**config.mk**
```make
export PLATFORM = sky130hd
export DESIGN_NAME = alu_arbiter
export DESIGN_NICKNAME = d
export VERILOG_FILES = /design/src/rtl/alu_arbiter_pkg.sv /design/src/rtl/alu.sv /design/src/rtl/alu_arbiter.sv
export SDC_FILE = /design/constraint.sdc
export NUM_CORES = 1
export LEC_CHECK = 0
export BUFFER_PORTS_ARGS = -buffer_cell sky130_fd_sc_hd__buf_2
export CAP_MARGIN = 20
export CORE_MARGIN = 10
export CORE_UTILIZATION = 40
export DETAILED_ROUTE_END_ITERATION = 6
export PLACE_DENSITY_LB_ADDON = 0.25
export SETUP_SLACK_MARGIN = 0.05
export SYNTH_ARGS = -nofsm -noshare
export SYNTH_HDL_FRONTEND = slang
export SYNTH_SLANG_ARGS = --single-unit
export TNS_END_PERCENT = 5
```
**constraint.sdc**
```tcl
create_clock -name clk -period 8.6 [get_ports clk]
set_clock_uncertainty 0.05 [all_clocks]
set_input_delay 1.72 -clock clk [delete_from_list [all_inputs] [get_ports clk]]
set_output_delay 1.72 -clock clk [all_outputs]
set_load 0.01 [all_outputs]
```
**src/rtl/alu_arbiter_pkg.sv**
```systemverilog
`default_nettype none
// ============================================================================
// Module      : alu_arbiter_pkg
// Description : Shared constants for the ALU arbiter: ALU control codes,
//               word constants, arbiter FSM state encodings and an op-code
//               legality helper.
// Revision    : 1.0 - initial release
// ============================================================================
package alu_arbiter_pkg;

  // ALU control codes
  localparam logic [2:0] ALU_AND = 3'b000;
  localparam logic [2:0] ALU_OR  = 3'b001;
  localparam logic [2:0] ALU_ADD = 3'b010;
  localparam logic [2:0] ALU_OFF = 3'b011;
  localparam logic [2:0] ALU_SUB = 3'b110;
  localparam logic [2:0] ALU_SLT = 3'b111;

  // Word constants
  localparam logic [31:0] WORD_ZERO = 32'h0000_0000;
  localparam logic [31:0] WORD_ONE  = 32'h0000_0001;
  localparam logic [31:0] Z         = 32'hzzzz_zzzz;

  // Arbiter FSM state encodings
  typedef enum logic [1:0] {
    ARB_IDLE = 2'b00,
    ARB_EXEC = 2'b01,
    ARB_RESP = 2'b10
  } arb_state_e;

  // True for the five codes the ALU actually implements
  function automatic logic alu_op_legal(input logic [2:0] op);
    logic legal;
    case (op)
      ALU_AND, ALU_OR, ALU_ADD, ALU_SUB, ALU_SLT: legal = 1'b1;
      default:                                   legal = 1'b0;
    endcase
    return legal;
  endfunction

endpackage
`default_nettype wire

```
**src/rtl/alu.sv**
```systemverilog
`default_nettype none
// ============================================================================
// Module      : alu
// Description : Combinational 32-bit ALU (AND, OR, ADD, SUB, signed SLT)
//               with a zero flag. Unsupported control codes produce zero.
// Revision    : 1.0 - initial release
// ============================================================================
module alu #(
  parameter int WIDTH = 32
) (
  input  logic [2:0]       ctrl,
  input  logic [WIDTH-1:0] a,
  input  logic [WIDTH-1:0] b,
  output logic [WIDTH-1:0] y,
  output logic             zero
);
  import alu_arbiter_pkg::*;

  // Result select; ADD/SUB wrap, SLT compares as two's complement
  always_comb begin
    y = '0;
    case (ctrl)
      ALU_AND: y = a & b;
      ALU_OR:  y = a | b;
      ALU_ADD: y = a + b;
      ALU_SUB: y = a - b;
      ALU_SLT: y = ($signed(a) < $signed(b)) ? WORD_ONE : WORD_ZERO;
      default: y = '0;
    endcase
  end

  assign zero = (y == '0);

endmodule
`default_nettype wire

```
**src/rtl/alu_arbiter.sv**
```systemverilog
`default_nettype none
// ============================================================================
// Module      : alu_arbiter
// Description : Shares one ALU between two requesters (0 = execute path,
//               1 = address/PC path). IDLE grants and latches one operation,
//               EXEC runs the ALU and captures the result, RESP pulses the
//               tagged response for one cycle.
//               Macro ALU_ARB_RR_EN: defined = round-robin arbitration,
//               undefined = fixed priority to requester 0.
// Revision    : 1.0 - initial release
// ============================================================================
module alu_arbiter #(
  parameter int WIDTH = 32
) (
  input  logic             clk,
  input  logic             rst,
  input  logic             r0_valid,
  output logic             r0_ready,
  input  logic [WIDTH-1:0] r0_a,
  input  logic [WIDTH-1:0] r0_b,
  input  logic [2:0]       r0_op,
  input  logic             r1_valid,
  output logic             r1_ready,
  input  logic [WIDTH-1:0] r1_a,
  input  logic [WIDTH-1:0] r1_b,
  input  logic [2:0]       r1_op,
  output logic             rsp_valid,
  output logic             rsp_id,
  output logic [WIDTH-1:0] rsp_y,
  output logic             rsp_zero,
  output logic             rsp_err,
  output logic             busy
);
  import alu_arbiter_pkg::*;

  // The datapath and its constants are 32-bit only
  generate
    if (WIDTH != 32) begin : g_width_check
      $error("alu_arbiter: only WIDTH = 32 is supported");
    end
  endgenerate

  arb_state_e       state;
  logic [WIDTH-1:0] lat_a;
  logic [WIDTH-1:0] lat_b;
  logic [2:0]       lat_op;
  logic             lat_id;

  logic             grant0;
  logic             grant1;
  logic             in_idle;
  logic             accept;

  logic [2:0]       alu_ctrl;
  logic [WIDTH-1:0] alu_a;
  logic [WIDTH-1:0] alu_b;
  logic [WIDTH-1:0] alu_y;
  logic             alu_zero;
  logic             op_legal;

`ifdef ALU_ARB_RR_EN
  // Pointer high means requester 1 wins a tie
  logic rr_ptr;

  assign grant1 = r1_valid && (!r0_valid || rr_ptr);

  // After each grant, favour the requester that was not served
  always_ff @(posedge clk) begin
    if (rst) begin
      rr_ptr <= 1'b0;
    end else if (accept) begin
      rr_ptr <= !grant1;
    end
  end
`else
  // Requester 1 only gets through when requester 0 is idle
  assign grant1 = r1_valid && !r0_valid;
`endif

  assign grant0  = r0_valid && !grant1;

  // Ready only in IDLE outside reset, and only to the winner
  assign in_idle  = (state == ARB_IDLE) && !rst;
  assign r0_ready = in_idle && grant0;
  assign r1_ready = in_idle && grant1;
  assign accept   = in_idle && (grant0 || grant1);

  // The ALU sees the latched operation only in EXEC; elsewhere it is parked
  always_comb begin
    alu_ctrl = ALU_OFF;
    alu_a    = '0;
    alu_b    = '0;
    if (state == ARB_EXEC) begin
      alu_ctrl = lat_op;
      alu_a    = lat_a;
      alu_b    = lat_b;
    end
  end

  // Legality is decided here, so an illegal code never lets ALU output through
  assign op_legal = alu_op_legal(lat_op);

  alu #(
    .WIDTH (WIDTH)
  ) u_alu (
    .ctrl (alu_ctrl),
    .a    (alu_a),
    .b    (alu_b),
    .y    (alu_y),
    .zero (alu_zero)
  );

  // Arbiter FSM: latch on handshake, capture result in EXEC, pulse in RESP
  always_ff @(posedge clk) begin
    if (rst) begin
      state     <= ARB_IDLE;
      busy      <= 1'b0;
      lat_a     <= '0;
      lat_b     <= '0;
      lat_op    <= ALU_OFF;
      lat_id    <= 1'b0;
      rsp_valid <= 1'b0;
      rsp_id    <= 1'b0;
      rsp_y     <= '0;
      rsp_zero  <= 1'b0;
      rsp_err   <= 1'b0;
    end else begin
      case (state)
        ARB_IDLE: begin
          if (accept) begin
            lat_a  <= grant1 ? r1_a  : r0_a;
            lat_b  <= grant1 ? r1_b  : r0_b;
            lat_op <= grant1 ? r1_op : r0_op;
            lat_id <= grant1;
            busy   <= 1'b1;
            state  <= ARB_EXEC;
          end
        end
        ARB_EXEC: begin
          if (op_legal) begin
            rsp_y    <= alu_y;
            rsp_zero <= alu_zero;
            rsp_err  <= 1'b0;
          end else begin
            rsp_y    <= WORD_ZERO;
            rsp_zero <= 1'b0;
            rsp_err  <= 1'b1;
          end
          rsp_id    <= lat_id;
          rsp_valid <= 1'b1;
          busy      <= 1'b1;
          state     <= ARB_RESP;
        end
        ARB_RESP: begin
          rsp_valid <= 1'b0;
          busy      <= 1'b0;
          state     <= ARB_IDLE;
        end
        default: begin
          rsp_valid <= 1'b0;
          busy      <= 1'b0;
          state     <= ARB_IDLE;
        end
      endcase
    end
  end

endmodule
`default_nettype wire

```
Yosys cells after proc, flatten, opt, wreduce, memory -nomap -nowiden
Cells that the tools add are included.
{ "op_classes": {"n_addsub": 2, "magnitude_cmp": 1, "n_eq_ne": 10, "mux": 17, "bitwise_logic": 2, "n_reduce_logical": 16} }
{ "op_table": {"columns": ["cell", "count"], "rows": [
  ["32-bit two-way mux", 5],
  ["32-bit one-hot mux with 5 select lines", 1],
  ["32-bit adder", 1],
  ["32-bit bitwise AND", 1],
  ["32-bit logical NOT", 1],
  ["32-bit < comparator", 1],
  ["32-bit bitwise OR", 1],
  ["32-bit subtractor", 1],
  ["3-bit == test, second input constant", 4],
  ["3-bit by 1-bit == test with 1-bit output, second input constant", 2],
  ["3-bit by 2-bit == test with 1-bit output, second input constant", 2],
  ["1-bit logical AND", 6],
  ["3-bit logical NOT", 2],
  ["3-bit two-way mux", 2],
  ["1-bit two-way mux", 5],
  ["5-bit OR reduction", 1],
  ["1-bit one-hot mux with 2 select lines", 2],
  ["2-bit one-hot mux with 2 select lines", 1],
  ["1-bit logical NOT", 3],
  ["2-bit by 1-bit == test with 1-bit output, second input constant", 1],
  ["2-bit logical NOT", 1],
  ["2-bit two-way mux", 1],
  ["2-bit inequality test, second input constant", 1],
  ["2-bit AND reduction", 1],
  ["1-bit logical OR", 1]
]} }
{ "word_totals": {"regBits": 107, "in_bits": 138, "output_inout_bits": 39, "elab_cells": 59} }

Longest topological paths before layout
{ "depth": {"word_depth": 8, "mapped_depth": 20} }

By module
From an unflattened synthesis, not the netlist that was laid out.
{ "unflattened": {"hier_cells": 1229, "hier_area_um2": 9798.1} }
{ "by_module_without_submodules": {"columns": ["module", "instances", "cells_per_inst", "area_each_um2", "seq_area_each_um2"], "rows": [
  ["alu", 1, 822, 5283.8, 0.0],
  ["alu_arbiter", 1, 407, 4514.3, 2142.1]
]} }

Least setup slack after synthesis
No wires, ideal clock.
{ "synth_path": {"path_kind": "register to register", "from": "register state[0]", "to": "register rsp_zero", "setup_time_ns": 0.084, "arrival_time_ns": 4.404, "t_required_ns": 8.466, "path_slack_ns": 4.062, "stages_incl_launch_ff": 20, "n_path_buf": 5, "period_less_slack_ns": 4.538, "cell_sequence": "dfxtp_1 > clkbuf_1 > nor2b_1 > clkbuf_1 > clkbuf_1 > clkbuf_1 > nand2_1 > ha_1 > buf_2 > a21oi_1 > nor3b_2 > a211oi_1 > o211ai_1 > nand4_1 > a221oi_2 > o32ai_1 > or4_4 > o21a_1 > or4_4 > o31ai_2"} }
{ "synth_via": {"elab_chain_cells": 7, "elab_cells_between_ends": 18, "cone_classes": "add/sub: 2; order compare: 1; eq/ne: 5; mux: 6; bitwise: 2; reduce/logical: 2"} }
{ "synth_lines": {"columns": ["element", "line_no", "text"], "rows": [
  ["start: declaration", "alu_arbiter.sv:43", "arb_state_e state;"],
  ["start signal: assignment", "alu_arbiter.sv:116", "state <= ARB_IDLE;"],
  ["start signal: assignment", "alu_arbiter.sv:136", "state <= ARB_EXEC;"],
  ["start signal: assignment", "alu_arbiter.sv:152", "state <= ARB_RESP;"],
  ["2-bit by 1-bit == test with 1-bit output *", "alu_arbiter.sv:93, alu_arbiter.sv:128", null],
  ["32-bit two-way mux", "alu_arbiter.sv:93", "if (state == ARB_EXEC) begin"],
  ["32-bit < comparator", "alu.sv:27", "ALU_SLT: y = ($signed(a) < $signed(b)) ? WORD_ONE : WORD_ZERO;"],
  ["1-bit two-way mux", "alu.sv:27", null],
  ["32-bit one-hot mux with 5 select lines", "alu.sv:22", "case (ctrl)"],
  ["32-bit logical NOT", "alu.sv:32", "assign zero = (y == '0);"],
  ["1-bit two-way mux", "alu_arbiter.sv:140", "if (op_legal) begin"],
  ["end signal: assignment", "alu_arbiter.sv:142", "rsp_zero <= alu_zero;"],
  ["end: declaration", "alu_arbiter.sv:30", "output logic rsp_zero,"]
]} }
Every way passes the cells marked *; elsewhere a longest branch is shown, timed or not.
A chain may end at the register's enable or synchronous reset.

Worst setup path after layout
Ends and elaborated chain as after synthesis.

==> impl_metrics.json <==
{
  "post-place-cells": 1732,
  "synth_flop_cell": "dfxtp_1",
  "total_power_w": 0.00151,
  "rows": 57,
  "antenna_cells": 0,
  "globalRouteTotalUtil": 0.212,
  "sequentialPowerShare": 0.374,
  "yosysMostFrequentCell": "nor2_1",
  "slowest_delay_ns": 0.74,
  "grt.met2_usage": 0.296,
  "crit_type": "reg2reg",
  "cp_max_fo": 36,
  "cts_tree": "built",
  "io-pin-count": 177,
  "clkSinkCount": 107,
  "grtUsageMet3": 0.0469,
  "outcome": "finished clean",
  "io_buffers": 176,
  "hold_path.class": "reg2reg",
  "drc": 0,
  "fin_tns_setup_ns": 0,
  "post_cts_resize_count": 0,
  "worst_pin_slew_ns": 1.05,
  "dieArea_mm2": 0.0312,
  "grt-busiest-layer": "met1",
  "synth_warnings": 0,
  "hold_violations": 0,
  "dp_hpwl_mm": 26.6,
  "firstDrtPassIters": 7,
  "vdd_drop_max_uv": 102,
  "end_kind": "flop",
  "power_density_mw_per_mm2": 135,
  "clock.fmax_ghz": 0.187,
  "grt_util_met1": 0.318,
  "sw_frac_of_total": 0.359,
  "yosysTopAreaCellShare": 0.218,
  "grt_overflow": 0,
  "layout-drive-gt1-share": 0.170,
  "synth_seq_cells": 107,
  "cpMostUsedCell": "and2_1",
  "synth_edf_count": 0,
  "crit_family": "simple AND/OR/NAND/NOR gates",
  "synth_nets": 1546,
  "root_buffer": "clkbuf_16",
  "internal-power_w": 0.000969,
  "slowest_stage": "nor2b_4",
  "die_w_um": 177,
  "fin_cells": 1749,
  "clock_power_share": 0.298,
  "switchingPower_w": 0.000542,
  "yosysSeqAreaShare": 0.218,
  "netlist-cell-type-count": 87,
  "routabilityCongestion": 0.993,
  "cts_setup_buffers": 0,
  "fin_crit_sh": 0.620,
  "combPwrFrac": 0.327,
  "clockBufferDepth": 2,
  "synthArstFlopShare": 0,
  "ctsHoldBuffers": 0,
  "rsz0062_at_grt": "no",
  "setup_violations": 0,
  "syn-cell-area_mm2": 0.00982,
  "maxSlewViolCount": 0,
  "final_nets": 1658,
  "synthCells": 1308,
  "p_leak_nw": 5.19,
  "synth_top_cell_by_area": "dfxtp_1",
  "utilization": 0.462,
  "initial_core_util": 0.405,
  "areaGrowthSynthToFinish_pct": 14.1,
  "insertion_delay_ns": 0.37,
  "ant_nets": 0,
  "cts_buffers": 9,
  "grt_pass1_vias": 9599,
  "die_height_um": 177,
  "drtIter0Drc": 1024,
  "relSlewSlack": 0.300,
  "ys_top_cells_by_count": "nor2_1, nand2_1, dfxtp_1",
  "cts.clk_slew.worst_paths_ns": 0.08,
  "worstPathArrival_ns": 5.57,
  "grt_pass1_wl_mm": 53.3,
  "htree_num_levels": 3,
  "cp_cell_sequence": "nor2b_4, and2_1, ha_1, inv_1, fa_1, nor2b_1, o21ai_0, a21oi_1, nor3_1, o31ai_1, a221o_1, and2_1, a2111oi_0, and4_1, nand4bb_1, o31ai_2",
  "min_period_ns": 5.33,
  "avgRoutedWirePerCell_um": 19.5,
  "via_per_inst": 5.70,
  "fin_ws_ns": 3.27,
  "required_ns": 8.84,
  "place_ws_ns": 3.37,
  "maxCapViolations": 0,
  "critPathLaunchType": "flop",
  "coreArea_mm2": 0.0242,
  "vias": 9972,
  "grt_max_degree": 133,
  "synth_area_per_cell_um2": 7.51,
  "drt-total-wl_mm": 34.0,
  "worst-path-buf-inv": 1,
  "antenna_found_initial": 2,
  "synth_area_leaders": "dfxtp_1, ha_1, mux2i_1"
}
## kinds of logic (layout without fill, tap and decap cells)
group                    count (synthesis)  after routing  synth area share
AND/OR/NAND/NOR                        434            434             0.208
AO/OA/AOI/OAI                          381            381             0.278
buffers and inverters                  195            312            0.0766
flip-flops                             107            107             0.218
adder cells (fa/ha/maj)                100            100             0.129
multiplexers                            69             69            0.0705
XOR/XNOR                                22             22            0.0196
## layout make-up
cell class	instances	area, um^2
clock buffer	10	239
clock inverter	6	76.3
fill	2519	13000
inverter	109	410
multi-input combinational	1006	6950
sequential	107	2140
tap	324	405
timing repair buffer	187	986
## power groups by stage
| stage | clock, W | sequential, W | combinational, W |
|---|---|---|---|
| detailed placement | 0 | 0.000577 | 0.000483 |
| CTS | 0.000463 | 0.000565 | 0.000486 |
| global placement | 0 | 0.000577 | 0.000481 |
| global route | 0.000482 | 0.000571 | 0.000543 |
| floorplan | 0 | 0.000564 | 0.000345 |
| finish | 0.000451 | 0.000565 | 0.000495 |
## worst paths after layout
| kind | slack (ns) | cells past startpoint | to | from |
|---|---|---|---|---|
| max | 3.27 | 16 | rsp_zero$_SDFFE_PP0N_ | state[0]$_SDFFE_PP0P_ |
| min | 0.40 | 2 | rsp_y[13]$_SDFFE_PP0N_ | rsp_y[13]$_SDFFE_PP0N_ |
| max reg2reg | 3.27 | 16 | rsp_zero$_SDFFE_PP0N_ | state[0]$_SDFFE_PP0P_ |
| min reg2reg | 0.40 | 2 | rsp_y[13]$_SDFFE_PP0N_ | rsp_y[13]$_SDFFE_PP0N_ |
## registers in the layout, indices dropped and copies added (netlist names)
register	count
lat_a	32
lat_b	32
rsp_y	32
lat_op	3
state	2
busy	1
lat_id	1
rsp_err	1
rsp_id	1
rsp_valid	1
rsp_zero	1
## cells in the final DEF (no fill, tap or decap), drive strengths merged, types with 28 or more instances in the layout
master  count
nand2     115
dfxtp     107
nor2      164
ha         98
inv       111
a21oi      94
o21ai      42
mux2i      68
buf       187
nor3       28
a211oi     77
## routing by layer
metal  part of all wire  vias to the layer above
li1                   -                     4914
met1               0.51                     4574
met2               0.40                      437
met3              0.083                       45
met4              0.014                        2
met5            0.00050                        -
## through the flow
step                      area [um^2]  hold WS [ns]
after global routing            11200         0.419
final                           11200         0.399
after CTS                       11200         0.403
after global placement          10900         0.391
after floorplan                  9820         0.382
after detailed placement        10900         0.393
## tightest hold or removal path: stages (launching register included)
cell     delay [ns]
dfxtp_1        0.31
nand2_1        0.05
a21oi_1        0.05
Power figures use the tool's default switching activity.
